**src/rtl/instr_encoder.sv**
```systemverilog
// instr_encoder: assembles RV32I instruction words from field requests and
// streams them with an incrementing word address toward the instruction-memory
// loader. One-deep registered output stage with valid/ready on both sides.
// Optional feature: define IMM_RANGE_CHECK_EN to flag immediates that do not
// fit their instruction field (the truncated word is still emitted).

module instr_encoder #(
    parameter int ADDR_W = 10
) (
    input  logic              clk,
    input  logic              reset,
    input  logic              clear,
    input  logic              in_valid,
    output logic              in_ready,
    input  logic [3:0]        in_kind,
    input  logic [4:0]        in_rd,
    input  logic [4:0]        in_rs1,
    input  logic [4:0]        in_rs2,
    input  logic [2:0]        in_funct3,
    input  logic [6:0]        in_funct7,
    input  logic [31:0]       in_imm,
    output logic              out_valid,
    input  logic              out_ready,
    output logic [31:0]       out_instr,
    output logic [ADDR_W-1:0] out_addr,
    output logic              out_err,
    output logic              err_sticky,
    output logic              full
);

    localparam logic [6:0] OP_LOAD   = 7'b0000011;
    localparam logic [6:0] OP_STORE  = 7'b0100011;
    localparam logic [6:0] OP_REG    = 7'b0110011;
    localparam logic [6:0] OP_BRANCH = 7'b1100011;
    localparam logic [6:0] OP_IMM    = 7'b0010011;
    localparam logic [6:0] OP_JAL    = 7'b1101111;
    localparam logic [6:0] OP_AUIPC  = 7'b0010111;
    localparam logic [6:0] OP_LUI    = 7'b0110111;
    localparam logic [6:0] OP_JALR   = 7'b1100111;
    localparam logic [31:0] NOP_WORD = 32'h0000_0013;

    typedef enum logic {RUN, FULL} encState;

    encState           state;
    encState           stateNext;
    logic              outValidR;
    logic [31:0]       outInstrR;
    logic [ADDR_W-1:0] outAddrR;
    logic              outErrR;
    logic              errStickyR;
    logic [ADDR_W-1:0] nextAddr;
    logic              accept;
    logic [32:0]       encoded;

    // Returns {err, instr}; err marks an illegal kind or an unrepresentable immediate.
    function automatic logic [32:0] encode(
        input logic [3:0]  kind,
        input logic [4:0]  rd,
        input logic [4:0]  rs1,
        input logic [4:0]  rs2,
        input logic [2:0]  f3,
        input logic [6:0]  f7,
        input logic [31:0] imm
    );
        logic [31:0] instr;
        logic        err;
        logic        isShift;
`ifdef IMM_RANGE_CHECK_EN
        logic signed [31:0] simm;
        logic               rangeBad;
`endif
        instr   = NOP_WORD;
        err     = 1'b0;
        isShift = (f3 == 3'b001) || (f3 == 3'b101);
        case (kind)
            4'd0: instr = {imm[11:0], rs1, f3, rd, OP_LOAD};
            4'd1: instr = {imm[11:5], rs2, rs1, f3, imm[4:0], OP_STORE};
            4'd2: instr = {f7, rs2, rs1, f3, rd, OP_REG};
            4'd3: instr = {imm[12], imm[10:5], rs2, rs1, f3, imm[4:1], imm[11], OP_BRANCH};
            4'd4: instr = isShift ? {f7, imm[4:0], rs1, f3, rd, OP_IMM}
                                  : {imm[11:0], rs1, f3, rd, OP_IMM};
            4'd5: instr = {imm[20], imm[10:1], imm[11], imm[19:12], rd, OP_JAL};
            4'd6: instr = {imm[31:12], rd, OP_AUIPC};
            4'd7: instr = {imm[31:12], rd, OP_LUI};
            4'd8: instr = {imm[11:0], rs1, 3'b000, rd, OP_JALR};
            default: err = 1'b1;
        endcase
`ifdef IMM_RANGE_CHECK_EN
        simm     = imm;
        rangeBad = 1'b0;
        case (kind)
            4'd0, 4'd1, 4'd8: rangeBad = (simm < -32'sd2048) || (simm > 32'sd2047);
            4'd3: rangeBad = (simm < -32'sd4096) || (simm > 32'sd4095) || imm[0];
            4'd4: rangeBad = isShift ? (imm > 32'd31)
                                     : ((simm < -32'sd2048) || (simm > 32'sd2047));
            4'd5: rangeBad = (simm < -32'sd1048576) || (simm > 32'sd1048575) || imm[0];
            4'd6, 4'd7: rangeBad = (imm[11:0] != 12'd0);
            default: rangeBad = 1'b0;
        endcase
        err = err | rangeBad;
`endif
        return {err, instr};
    endfunction

    assign in_ready = (state == RUN) & ~clear & (~outValidR | out_ready);
    assign accept   = in_valid & in_ready;
    assign encoded  = encode(in_kind, in_rd, in_rs1, in_rs2, in_funct3, in_funct7, in_imm);

    // Capacity state register.
    always_ff @(posedge clk or posedge reset) begin
        if (reset) state <= RUN;
        else       state <= stateNext;
    end

    // Clear restarts; consuming the last address parks the encoder in FULL.
    always_comb begin
        stateNext = state;
        if (clear)                        stateNext = RUN;
        else if (accept && nextAddr == '1) stateNext = FULL;
    end

    // Output holding register, address counter and sticky error.
    always_ff @(posedge clk or posedge reset) begin
        if (reset) begin
            outValidR  <= 1'b0;
            outInstrR  <= 32'd0;
            outAddrR   <= '0;
            outErrR    <= 1'b0;
            errStickyR <= 1'b0;
            nextAddr   <= '0;
        end else if (clear) begin
            outValidR  <= 1'b0;
            outAddrR   <= '0;
            outErrR    <= 1'b0;
            errStickyR <= 1'b0;
            nextAddr   <= '0;
        end else if (accept) begin
            outValidR  <= 1'b1;
            outInstrR  <= encoded[31:0];
            outErrR    <= encoded[32];
            outAddrR   <= nextAddr;
            nextAddr   <= nextAddr + 1'b1;
            errStickyR <= errStickyR | encoded[32];
        end else if (out_ready) begin
            outValidR  <= 1'b0;
        end
    end

    assign out_valid  = outValidR;
    assign out_instr  = outInstrR;
    assign out_addr   = outAddrR;
    assign out_err    = outErrR;
    assign err_sticky = errStickyR;
    assign full       = (state == FULL);

endmodule

```
**config.mk**
```make
export PLATFORM = sky130hd
export DESIGN_NAME = instr_encoder
export DESIGN_NICKNAME = d
export VERILOG_FILES = /design/src/rtl/instr_encoder.sv
export SDC_FILE = /design/constraint.sdc
export NUM_CORES = 1
export LEC_CHECK = 0
export ABC_AREA = 0
export CAP_MARGIN = 40
export CELL_PAD_IN_SITES_DETAIL_PLACEMENT = 1
export CELL_PAD_IN_SITES_GLOBAL_PLACEMENT = 2
export CORE_MARGIN = 5
export CORE_UTILIZATION = 22
export DETAILED_ROUTE_END_ITERATION = 16
export PLACE_DENSITY = 0.8
export SLEW_MARGIN = 0
export SYNTH_ARGS = -nofsm -noshare
export SYNTH_HDL_FRONTEND = slang
export SYNTH_SLANG_ARGS = --single-unit
```
**constraint.sdc**
```tcl
create_clock -name clk -period 1.9 [get_ports clk]
set_input_delay 0.57 -clock clk [delete_from_list [all_inputs] [get_ports clk]]
set_output_delay 0.57 -clock clk [all_outputs]
set_load 0.01 [all_outputs]
```
==> qor.yml <==
worstMarginPinSlew_ns: 0.4490
slew_violations: 0
dieHeight_um: 123.8
portBuffers: 112
setup_viol_count_final: 0
wl_met2_um: 5261
critical_path_buf_inv_count: 1
grtUsageTotal_pct: 13.67
synth_edf_count: 0
status: "completed"
rows: 41
min_path_cells: 2
post_drt_wl_per_cell_um: 16.39
ys_ff_latch: 55
htree_levels: 2
clk_latency_ns: 0.31
clock-skew-final_ns: 0.009400
wl_met3_um: 596
power_density_mw_per_mm2: 674.1
ys_seq_area_share_pct: 48.33
p_leak_nw: 2.035
num_vias: 2932
core_mm2: 0.01267
grt-ovfl-total: 0
firstDrtPassIters: 6
finalHoldViolCount: 0
post-route-min-period_ns: 1.826
crit_start: "out_instr[2]"
max-cap-violations: 0
synth_area_per_cell_um2: 9.306
grt_pass1_wl_um: 16220
start_kind: "flip-flop"
hold_end: "out_instr[3]"
slowest_stage: "clkdlybuf4s50_1"
slowest_delay_ns: 0.59
crit_required_ns: 1.33
relSlewSlack_pct: 69.96
gp_congestion: 0.8039
worst-r2r-setup-slack_ns: 0.21
die_w_um: 123.8
fin_nets: 524
cts-root-buf: "clkbuf_16"
cp-end-kind: "primary output"
async_reset_ff_share_pct: 100.0
max_freq_mhz: 547.8
netlist_area_mm2: 0.002848
critPathMaxFanout: 2
cts.reportedPaths.clkPinSlew_ns: 0.07
ys_top_cells_by_count: "dfrtp_1 (55), nand2_1 (55), nor2_1 (26)"
die-area_mm2: 0.01532
top_layer_used: "met4"
wl_um: 10330
wirelength_met1_um: 4373
syn-instance-count: 306
cts_tree: "built"
synth.net_count: 373
worst-setup-path-type: "reg2out"
synthFlopType: "dfrtp_1"
synth_warnings: 0
post-dp-hpwl_um: 7960
cts_buffer_depth: 2
grt_start_max_net_pins: 56
fin_crit_sh_pct: 96.08
io_pins: 113
grt_pass1_vias: 3192
post-route-util_pct: 37.54
path_delay_family: "buffers and inverters"
r2r_cells: 8
crit_arrival_ns: 1.26
r2r_end: "out_instr[5]"
ir_drop_uv: 329.1
antenna_found_initial: 0
min_from: "out_instr[3]"
cts_made_buffers: 5
drc: 0
via_per_inst: 4.654
r2r_start: "full"
crit_chain: "clkdlybuf4s50_1"
ys_types: 52
area_growth_syn_to_layout_pct: 67.05
finalNonFillerCells: 630
placed_cells: 620
hold_path.class: "reg2reg"
initial_core_util_pct: 22.47
yosys.area.top_type: "dfrtp_1"
synth_top_area_share_pct: 48.33
antenna_cells: 0
postRouteAntennaNets: 0
drtIter0Drc: 100
synth_area_leaders: "dfrtp_1 (48%), nand2_1 (7.2%), nor2_1 (3.4%)"
numClockSinks: 55
layout-drive-gt1-share_pct: 19.43
## cells by family after synthesis
family / synth area share [%]
AND/OR/NAND/NOR: 21.84
AO/OA/AOI/OAI: 21.44
flip-flops: 48.33
buffers and inverters: 4.306
multiplexers: 2.329
XOR/XNOR: 0.9228
adder cells (fa/ha/maj): 0.8347
## cells in the final DEF, fill, tap and decap left out, types with 7 or more instances in the layout
cell               n
clkdlybuf4s50_1  105
dfrtp_1           55
nand2_1           54
buf_4             46
nor2_1            26
o21ai_1           14
nand3_1           13
a221oi_1           8
a21oi_1            8
o21ai_0            7
a211oi_2           7
## per-layer routing
metal	GRT usage (%)	vias up
met5	0	-
met4	3.875	0
met3	4.223	6
met2	24.20	73
met1	15.86	1445
li1	-	1408
## worst min-delay path, stage by stage (launching register included)
cell,delay (ns)
dfrtp_1,0.34
nand2_1,0.05
nand2_1,0.05
## worst max path at each step
| stage | cells past startpoint | to | slack, ns |
|---|---|---|---|
| final | 1 | out_instr[2] | 0.07 |
| after global routing | 7 | out_instr[29] | -0.01 |
| after detailed placement | 4 | in_ready | -0.45 |
| after floorplan | 6 | nextAddr[0] | 0.25 |
| after CTS | 4 | in_ready | -0.05 |
| after global placement | 4 | in_ready | -0.45 |
## power by group
part / switching, W / internal (W)
Clock: 0.000449 / 0.000562
Sequential: 0.0000601 / 0.00127
Combinational: 0.000376 / 0.000485
## state kept, by name, summed over array words and instances (netlist names)
name and flops:
out_instr 31, nextAddr 10, out_addr 10, err_sticky 1, full 1, out_err 1
out_valid 1
## repair_timing
item	4_1_cts	5_1_grt
gates resized for setup	14	14
pin swaps	3	3
hold buffers	0	0
endpoints found under the setup margin	18	12
setup buffers	0	2
## area by class of cell
class | instances | area, µm²
sequential | 55 | 1376
inverter | 6 | 26.28
timing repair buffer | 163 | 1550
fill | 1496 | 7914
tap | 172 | 215.2
clock inverter | 1 | 7.507
multi-input combinational | 226 | 1429
clock buffer | 7 | 152.6
## through the flow
stage / setup TNS (ns) / cell area, µm² / setup slack [ns] / hold slack (ns) / power, W
finish: 0 / 4757 / 0.07440 / 0.4773 / 0.003207
detailed placement: -12.58 / 4493 / -0.4532 / 0.4717 / 0.002210
global route: -0.01123 / 4757 / -0.01123 / 0.5064 / 0.003371
CTS: -0.04831 / 4672 / -0.04831 / 0.4889 / 0.003248
floorplan: 0 / 2851 / 0.2453 / 0.4621 / 0.001672
global placement: -10.60 / 4493 / -0.4549 / 0.4662 / 0.002189
Note: power is estimated with default switching activity, not from simulation.
